**src/rtl/control_sequencer_pkg.sv**
```systemverilog
// cpu_defs: shared opcodes, IR field positions, sequencer state codes and ALUop bit indices.
package cpu_defs;
  localparam int OPC_LSB = 27;
  localparam int OPC_W = 5;
  localparam int RA_LSB = 23;
  localparam int RB_LSB = 19;
  localparam int RC_LSB = 15;
  localparam int REG_W = 4;
  localparam logic [4:0] OP_ADD = 5'b00011;
  localparam logic [4:0] OP_SUB = 5'b00100;
  localparam logic [4:0] OP_SHR = 5'b00101;
  localparam logic [4:0] OP_SHL = 5'b00110;
  localparam logic [4:0] OP_ROR = 5'b00111;
  localparam logic [4:0] OP_ROL = 5'b01000;
  localparam logic [4:0] OP_AND = 5'b01001;
  localparam logic [4:0] OP_OR = 5'b01010;
  localparam logic [4:0] OP_MUL = 5'b01110;
  localparam logic [4:0] OP_DIV = 5'b01111;
  localparam logic [4:0] OP_NEG = 5'b10000;
  localparam logic [4:0] OP_NOT = 5'b10001;
  localparam logic [4:0] OP_MFHI = 5'b10111;
  localparam logic [4:0] OP_MFLO = 5'b11000;
  localparam logic [4:0] OP_NOP = 5'b11001;
  localparam logic [4:0] OP_HALT = 5'b11010;
  localparam logic [3:0] S_RESET = 4'd0;
  localparam logic [3:0] S_T0 = 4'd1;
  localparam logic [3:0] S_T1 = 4'd2;
  localparam logic [3:0] S_T2 = 4'd3;
  localparam logic [3:0] S_T3 = 4'd4;
  localparam logic [3:0] S_T4 = 4'd5;
  localparam logic [3:0] S_T5 = 4'd6;
  localparam logic [3:0] S_T6 = 4'd7;
  localparam logic [3:0] S_HALT = 4'd8;
  localparam int ALU_ADD = 0;
  localparam int ALU_SUB = 1;
  localparam int ALU_MUL = 2;
  localparam int ALU_DIV = 3;
  localparam int ALU_SHR = 4;
  localparam int ALU_SHL = 5;
  localparam int ALU_ROR = 6;
  localparam int ALU_ROL = 7;
  localparam int ALU_AND = 8;
  localparam int ALU_OR = 9;
  localparam int ALU_NEG = 10;
  localparam int ALU_NOT = 11;
  typedef enum logic [2:0] {
    CLS_ALU3, CLS_MULDIV, CLS_UNARY, CLS_MFHI, CLS_MFLO, CLS_NOP, CLS_HALT, CLS_ILLEGAL
  } op_class_t;
endpackage

```
**src/rtl/control_sequencer_ir_decoder.sv**
```systemverilog
// ir_decoder: IR word -> opcode class, one-hot register selects and ALUop vector.
module ir_decoder import cpu_defs::*; #(
  parameter int BITS = 32,
  parameter int REGISTERS = 16
) (
  input  logic [BITS-1:0]      IRVal,
  output op_class_t            cls,
  output logic [REGISTERS-1:0] ra,
  output logic [REGISTERS-1:0] rb,
  output logic [REGISTERS-1:0] rc,
  output logic [11:0]          alu
);
  logic unused_ir;
  assign unused_ir = ^IRVal[RC_LSB-1:0];
  assign ra = REGISTERS'(1) << IRVal[RA_LSB +: REG_W];
  assign rb = REGISTERS'(1) << IRVal[RB_LSB +: REG_W];
  assign rc = REGISTERS'(1) << IRVal[RC_LSB +: REG_W];
  always_comb begin
    cls = CLS_ILLEGAL;
    alu = '0;
    case (IRVal[OPC_LSB +: OPC_W])
      OP_ADD:  begin cls = CLS_ALU3;   alu[ALU_ADD] = 1'b1; end
      OP_SUB:  begin cls = CLS_ALU3;   alu[ALU_SUB] = 1'b1; end
      OP_SHR:  begin cls = CLS_ALU3;   alu[ALU_SHR] = 1'b1; end
      OP_SHL:  begin cls = CLS_ALU3;   alu[ALU_SHL] = 1'b1; end
      OP_ROR:  begin cls = CLS_ALU3;   alu[ALU_ROR] = 1'b1; end
      OP_ROL:  begin cls = CLS_ALU3;   alu[ALU_ROL] = 1'b1; end
      OP_AND:  begin cls = CLS_ALU3;   alu[ALU_AND] = 1'b1; end
      OP_OR:   begin cls = CLS_ALU3;   alu[ALU_OR]  = 1'b1; end
      OP_MUL:  begin cls = CLS_MULDIV; alu[ALU_MUL] = 1'b1; end
      OP_DIV:  begin cls = CLS_MULDIV; alu[ALU_DIV] = 1'b1; end
      OP_NEG:  begin cls = CLS_UNARY;  alu[ALU_NEG] = 1'b1; end
      OP_NOT:  begin cls = CLS_UNARY;  alu[ALU_NOT] = 1'b1; end
      OP_MFHI: cls = CLS_MFHI;
      OP_MFLO: cls = CLS_MFLO;
      OP_NOP:  cls = CLS_NOP;
      OP_HALT: cls = CLS_HALT;
      default: ;
    endcase
  end
endmodule

```
**src/rtl/control_sequencer.sv**
```systemverilog
// control_sequencer: hardwired fetch/execute control for the bus datapath.
// Define CTRL_ILLEGAL_TRAP_EN to halt on illegal opcodes and raise a sticky Illegal flag.
module control_sequencer import cpu_defs::*; #(
  parameter int BITS = 32,
  parameter int REGISTERS = 16
) (
  input  logic                 Clock,
  input  logic                 reset,
  input  logic                 Stop,
  input  logic [BITS-1:0]      IRVal,
  output logic                 Run,
  output logic                 Clear,
  output logic                 PCout,
  output logic                 MDRout,
  output logic                 Zlowout,
  output logic                 Zhighout,
  output logic                 HIout,
  output logic                 LOout,
  output logic                 PCin,
  output logic                 IRin,
  output logic                 RYin,
  output logic                 RZin,
  output logic                 MARin,
  output logic                 HIin,
  output logic                 LOin,
  output logic                 MDRin,
  output logic                 IncPC,
  output logic                 Read,
  output logic [REGISTERS-1:0] GPRin,
  output logic [REGISTERS-1:0] GPRout,
  output logic [11:0]          ALUop,
  output logic                 Illegal
);
  op_class_t cls;
  logic [REGISTERS-1:0] ra, rb, rc;
  logic [11:0] alu;
  logic [3:0] state, state_nx;
  logic t0, t1, t2, t3, t4, t5, t6, alu3, muldiv, unary, ill, last, halt_now;
  ir_decoder #(.BITS(BITS), .REGISTERS(REGISTERS)) u_dec (
    .IRVal(IRVal), .cls(cls), .ra(ra), .rb(rb), .rc(rc), .alu(alu)
  );
`ifdef CTRL_ILLEGAL_TRAP_EN
  localparam logic TRAP = 1'b1;
  always_ff @(posedge Clock or negedge reset)
    if (!reset) Illegal <= 1'b0;
    else if (t3 && ill) Illegal <= 1'b1;
`else
  localparam logic TRAP = 1'b0;
  assign Illegal = 1'b0;
`endif
  assign {t0, t1, t2, t3} = {state == S_T0, state == S_T1, state == S_T2, state == S_T3};
  assign {t4, t5, t6} = {state == S_T4, state == S_T5, state == S_T6};
  assign alu3 = cls == CLS_ALU3;
  assign muldiv = cls == CLS_MULDIV;
  assign unary = cls == CLS_UNARY;
  assign ill = cls == CLS_ILLEGAL;
  // Stop is honoured only here, so a running instruction always completes.
  assign last = (t3 && (cls == CLS_MFHI || cls == CLS_MFLO || cls == CLS_NOP || (!TRAP && ill)))
              || (t4 && unary) || (t5 && alu3) || (t6 && muldiv);
  assign halt_now = t3 && (cls == CLS_HALT || (TRAP && ill));
  assign state_nx = (state == S_HALT || halt_now || (last && Stop)) ? S_HALT
                  : last ? S_T0 : state + 4'd1;
  always_ff @(posedge Clock or negedge reset)
    if (!reset) state <= S_RESET;
    else state <= state_nx;
  assign Run = t0 | t1 | t2 | t3 | t4 | t5 | t6;
  assign Clear = state == S_RESET;
  assign {PCout, MARin, IncPC} = {3{t0}};
  assign {PCin, Read, MDRin} = {3{t1}};
  assign {MDRout, IRin} = {2{t2}};
  assign RYin = t3 && (alu3 || muldiv);
  assign RZin = t0 || (t4 && (alu3 || muldiv)) || (t3 && unary);
  assign Zlowout = t1 || (t5 && (alu3 || muldiv)) || (t4 && unary);
  assign {Zhighout, HIin} = {2{t6 && muldiv}};
  assign LOin = t5 && muldiv;
  assign HIout = t3 && cls == CLS_MFHI;
  assign LOout = t3 && cls == CLS_MFLO;
  assign GPRout = (t3 && (alu3 || unary)) ? rb
                : (t3 && muldiv) ? ra
                : (t4 && alu3) ? rc
                : (t4 && muldiv) ? rb : '0;
  assign GPRin = ((t5 && alu3) || (t4 && unary) || HIout || LOout) ? ra : '0;
  assign ALUop = ((t4 && (alu3 || muldiv)) || (t3 && unary)) ? alu : '0;
endmodule

```
**config.mk**
```make
export PLATFORM = sky130hd
export DESIGN_NAME = control_sequencer
export DESIGN_NICKNAME = d
export VERILOG_FILES = /design/src/rtl/control_sequencer_pkg.sv /design/src/rtl/control_sequencer_ir_decoder.sv /design/src/rtl/control_sequencer.sv
export SDC_FILE = /design/constraint.sdc
export NUM_CORES = 1
export LEC_CHECK = 0
export ABC_AREA = 1
export ABC_CLOCK_PERIOD_IN_PS = 5300
export CAP_MARGIN = 20
export CORE_AREA = 2 2 68 70
export DETAILED_ROUTE_END_ITERATION = 16
export DIE_AREA = 0 0 70 72
export PLACE_DENSITY = 0.85
export SLEW_MARGIN = 10
export SYNTH_ARGS = -nofsm -noshare
export SYNTH_HDL_FRONTEND = slang
export SYNTH_SLANG_ARGS = --single-unit
```
**constraint.sdc**
```tcl
create_clock -name Clock -period 5.3 [get_ports Clock]
set_input_delay 1.59 -clock Clock [delete_from_list [all_inputs] [get_ports Clock]]
set_output_delay 1.59 -clock Clock [all_outputs]
set_load 0.05 [all_outputs]
```
Word level (Yosys, flattened, before mapping)
Index checks and enable logic that the tools add are counted.
{"block": "totals", "regBits": 4, "in_bits": 35, "out_inout_bits": 63, "wordCells": 103}
{"block": "op_classes", "n_addsub": 1, "eq_ne": 31, "n_shift": 3, "n_mux": 21, "bitwise": 6, "reduce_logical": 40}
{"operator": "16-bit two-way mux", "count": 5}
{"operator": "1-bit by 4-bit << shifter with 16-bit output (first input constant)", "count": 3}
{"operator": "5-bit == test (second input constant)", "count": 6}
{"operator": "5-bit by 4-bit == test with 1-bit output (second input constant)", "count": 5}
{"operator": "3-bit one-hot mux with 7 select lines", "count": 1}
{"operator": "5-bit by 3-bit == test with 1-bit output (second input constant)", "count": 4}
{"operator": "1-bit logical OR", "count": 18}
{"operator": "1-bit logical AND", "count": 17}
{"operator": "4-bit by 3-bit == test with 1-bit output (second input constant)", "count": 4}
{"operator": "3-bit == test (second input constant)", "count": 4}
{"operator": "1-bit two-way mux", "count": 12}
{"operator": "12-bit two-way mux", "count": 1}
{"operator": "4-bit by 2-bit == test with 1-bit output (second input constant)", "count": 2}
{"operator": "4-bit two-way mux", "count": 2}
{"operator": "8-bit OR reduction", "count": 1}
{"operator": "3-bit by 2-bit == test with 1-bit output (second input constant)", "count": 2}
{"operator": "1-bit bitwise OR", "count": 6}
{"operator": "5-bit by 2-bit == test with 1-bit output (second input constant)", "count": 1}
{"operator": "4-bit by 1-bit adder with 4-bit output (second input constant)", "count": 1}
{"operator": "4-bit by 1-bit == test with 1-bit output (second input constant)", "count": 1}
{"operator": "4-bit == test (second input constant)", "count": 1}
{"operator": "4-bit zero test", "count": 1}
{"operator": "2-bit OR reduction", "count": 2}
{"operator": "3-bit by 1-bit == test with 1-bit output (second input constant)", "count": 1}
{"operator": "3-bit zero test", "count": 1}

Longest topological paths before layout
{"block": "depth", "word_depth": 14, "depth_mapped": 13, "ltp_nobuf": 13}

Modules after synthesis
Synthesis repeated with hierarchy kept, for this count alone.
{"block": "hier_totals", "hier_cells": 377, "area_unflattened_um2": 1836.8}
{"module": "control_sequencer", "instances": 1, "cells_each": 237, "area_each_um2": 1223.7, "seq_area_each_um2": 100.1}
{"module": "ir_decoder", "instances": 1, "cells_each": 140, "area_each_um2": 613.1, "seq_area_each_um2": 0.0}

Least setup slack after synthesis
No wires, ideal clock.
{"block": "synth_path", "path_kind": "input-to-output", "from": "input port IRVal[31]", "to": "output port ALUop[2]", "arrival_ns": 3.878, "required_ns": 3.710, "setup_slack_ns": -0.168, "stages": 7, "path_buffers": 0, "path_cell_list": "inv_2 -> nand4_1 -> nand3_1 -> nand2_1 -> o21ai_2 -> inv_2 -> nor4_1"}
{"block": "synth_via", "elab_chain_len": 8, "word_cells_on_any_way": 29, "classes_between": "eq/ne: 18; mux: 3; reduce/logical: 8"}
{"element": "from (decl)", "line": "control_sequencer.sv:10", "text": "input logic [BITS-1:0] IRVal,"}
{"element": "5-bit by 2-bit == test with 1-bit output (tied with other cells)", "line": "control_sequencer_ir_decoder.sv:21", "text": "case (IRVal[OPC_LSB +: OPC_W])"}
{"element": "8-bit OR reduction (no line) / 2-bit OR reduction (equally long branches)"}
{"element": "3-bit one-hot mux with 7 select lines", "line": "control_sequencer_ir_decoder.sv:21"}
{"element": "3-bit by 1-bit == test with 1-bit output / 3-bit zero test (equally long branches)", "line": "control_sequencer.sv:54, control_sequencer.sv:53"}
{"element": "1-bit logical OR", "line": "control_sequencer.sv:83", "text": "assign ALUop = ((t4 && (alu3 || muldiv)) || (t3 && unary)) ? alu : '0;"}
{"element": "1-bit logical AND", "line": "control_sequencer.sv:83"}
{"element": "1-bit logical OR", "line": "control_sequencer.sv:83"}
{"element": "12-bit two-way mux *", "line": "control_sequencer.sv:83"}
{"element": "to (decl)", "line": "control_sequencer.sv:31", "text": "output logic [11:0] ALUop,"}
Every way passes the cells marked *; elsewhere a longest branch is shown, timed or not.

Worst setup path in the final report
Ends and elaborated chain as after synthesis.

==> summary.txt <==
Layout
  • Max reg flops: 4
  • FILL cells: 333
  • Final nets: 493
  • Synthesis-to-layout area growth: 80.8%
  • Multi-input logic area: 0.00136 sq mm
  • Share of layout cells above drive strength 1: 0.237
  • Largest regs: state (4)
  • Biggest register: state
  • # diodes: 0
  • Reg area: 100 sq um

Synthesis
  • Avg Inst Size Synth: 5.01 sq um
  • Area share of the largest cell type after synthesis: 0.141
  • Post-synthesis sequential area ratio: 0.0559
  • Syn_nets: 396
  • Most numerous cell in the Yosys netlist: nand2_1
  • Post-Synth XOR/XNOR Area: 0.00979
  • Synth Register Bits: 4
  • Synth Area in Simple Gates: 0.517
  • Top post-synthesis cells by area: nand2_1 14%, nor2_1 14%, inv_1 13%
  • Top FF cell, synth: dfrtp_1
  • Compound-Gate Fraction of Synth Area: 0.189
  • Adder-cell share of the synthesized area: 0.0280
  • Post-synth EDFFs: 0
  • Synth warnings: 0
  • FFs w/ async S/R, synth: 1.00
  • Post-synth top area cell: nand2_1
  • Post-Syn Area: 0.00179 sq mm
  • Commonest cells in the netlist: 67 x nand2_1, 65 x nor2_1, 62 x inv_1
  • Post-Synthesis Cells: 357
  • Cell variety after synth: 31
  • Multiplexer share of the synthesized area: 0
  • Largest family of logic cells by synthesized area: simple AND/OR/NAND/NOR gates

GRT
  • Global-route track usage on met2: 0.512
  • Met3 Use GR: 0.0486
  • Number of global-route vias before repair: 2554
  • GR Util met1: 0.268
  • Total grt overflow: 0
  • Antenna violations before repair: 0
  • Largest net degree at the start of global routing: 23
  • Total GRT Usage: 0.258
  • First-pass GRT wire length: 10900 microns
  • Top Usage Layer GRT: met2

Clock tree
  • TritonCTS clock tree: built
  • H-Tree Level Count: 1
  • Clk_lat worst skew: 210 ps
  • Hold_buf cts: 0
  • Inserted Clock Buffers: 3
  • CTS Buffer Depth: 2
  • Count of clock tree sinks: 4
  • CTS Root Buffer Type: clkbuf_8
  • Reg clk slew, reported paths: 30 ps

Pwr
  • Flop pwr share: 0.117
  • Clk pwr share: 0.115
  • Pwr/cell area: 169 mW/mm^2
  • Psw: 0.306 mW
  • Power share of the combinational group: 0.767
  • Sw Share: 0.560
  • Max VDD drop: 0.317 mV
  • Int Pwr: 0.240 mW
  • Leak: 1.60 nW

STA
  • Final Slew Violations: 0
  • RSZ-0062 raised after global routing: no
  • Final Hold Viols: 0
  • Fmax achieved: 0.193 GHz
  • Worst Tran Pin Value: 536 ps
  • Final setup TNS: 0 ps
  • Max-slew headroom: 0.641
  • Worst clock skew: 0.482 ps
  • Final Setup Violations: 0
  • Fin crit period: 5180 ps
  • Setup slack after layout: 119 ps
  • Fin crit share: 0.977

Status
  • Outcome: complete, no violations

Critical path
  • Worst-path fanout max: 10
  • Reg2reg start: state[1]
  • Critical path arrival: 3590 ps
  • Worst Setup SP: IRVal[31]
  • R2r endpoint: state[0]
  • WS Path Type: in -> out
  • Critical Path Sink: ALUop[2]
  • Crit path launch type: input port
  • Critical Path RT: 3710 ps
  • Reg2Reg Setup Slack: 3310 ps
  • Crit end category: output pin
  • Worst R2R Path Depth: 13

Floorplanning
  • Rows: 24
  • Die Wd: 70 microns
  • Num ports: 98
  • Core ar.: 0.00426 sq mm
  • Die area: 0.00504 sq mm
  • Initial Util: 0.420
  • Die Ht: 72 microns

Placement
  • Pre-CTS WS: -11.9 ps
  • Routability Congestion: 0.920
  • IO Port Bufs: 81
  • Hpwl dp: 5590 microns

Drt
  • Remaining DRCs: 0
  • WL/cell: 13.7 microns
  • Routed Antenna Nets: 0
  • Via count: 2696
  • Drt total wl: 6900 microns
  • Via density: 5.35
  • DR iter-0 viols: 216
  • Drt first pass iters: 6

Job
  • Max cap viols: 0

Hold path
  • HP Class: reg -> reg
worst min-delay path by stage:
stage / from / to / slack [ps] / cells past startpoint
finish: state[2] / state[2] / 720 / 2
CTS: state[2] / state[2] / 700 / 2
global route: state[2] / state[2] / 720 / 2
floorplan: state[2] / state[2] / 610 / 2
detailed placement: state[0] / state[0] / 670 / 3
global placement: state[2] / state[2] / 640 / 2
logic make-up after synthesis:
group           count (synthesis)
compound gates                 57
other cells                     1
flops                           4
xor+xnor                        2
fa+ha+maj                       4
simple gates                  206
buf+inv                        83
layout by cell type, fill, tap and decap left out, drive strengths merged, types with 2 or more instances in the layout:
cell type	instances
o21ai	36
dlymetal6s2s	3
nor4	7
a21oi	14
nand3	38
nor3	14
clkbuf	3
buf	80
inv	66
o21bai	2
clkdlybuf4s50	25
nor2	70
nand4	7
nand2	69
ha	4
o211ai	4
dfrtp	4
worst max-delay path, stage by stage:
cell             delay (ps)
clkdlybuf4s50_1         470
inv_2                   180
nand4_1                 150
buf_4                   210
nand3_1                 100
nand2_1                 100
o21ai_2                  90
inv_2                    90
nor4_1                  290
buf_4                   190
buf_12                  130
metal layers:
| metal | part of all wire | vias up |
|---|---|---|
| met5 | 0 | - |
| met4 | 0.028 | 0 |
| met3 | 0.078 | 24 |
| met2 | 0.52 | 154 |
| met1 | 0.37 | 1186 |
| li1 | - | 1332 |
final cells by class:
cell class | count | area share
flip-flops and latches | 4 | 0.0309
well taps | 52 | 0.0201
multi-input cells | 270 | 0.420
clock buffers | 3 | 0.0128
inverters | 66 | 0.0766
repair buffers | 109 | 0.440
repair_timing:
item | CTS | global route
endpoints found under the setup margin | 3 | 35
pin swaps | 0 | 1
resized for setup | 1 | 11
buffers inserted | 0 | 0
power groups by stage:
stage / Clock [mW] / Sequential [mW] / Combinational (mW)
6_report: 0.0631 / 0.0641 / 0.419
4_1_cts: 0.0638 / 0.0636 / 0.413
3_3_place_gp: 0 / 0.0620 / 0.392
2_1_floorplan: 0 / 0.0602 / 0.277
5_1_grt: 0.0660 / 0.0660 / 0.441
3_5_place_dp: 0 / 0.0640 / 0.402
through the flow:
| stage | std cells | hold slack [ps] | instance area [sq um] | power, mW | utilization |
|---|---|---|---|---|---|
| 6_report | 504 | 717 | 3240 | 0.546 | 0.759 |
| 3_3_place_gp | 501 | 643 | 3160 | 0.454 | 0.742 |
| 2_1_floorplan | 357 | 611 | 1790 | 0.337 | - |
| 3_5_place_dp | 501 | 670 | 3160 | 0.466 | 0.742 |
| 4_1_cts | 504 | 704 | 3200 | 0.540 | 0.751 |
| 5_1_grt | 504 | 717 | 3240 | 0.573 | 0.759 |
Power figures use the tool's default switching activity.
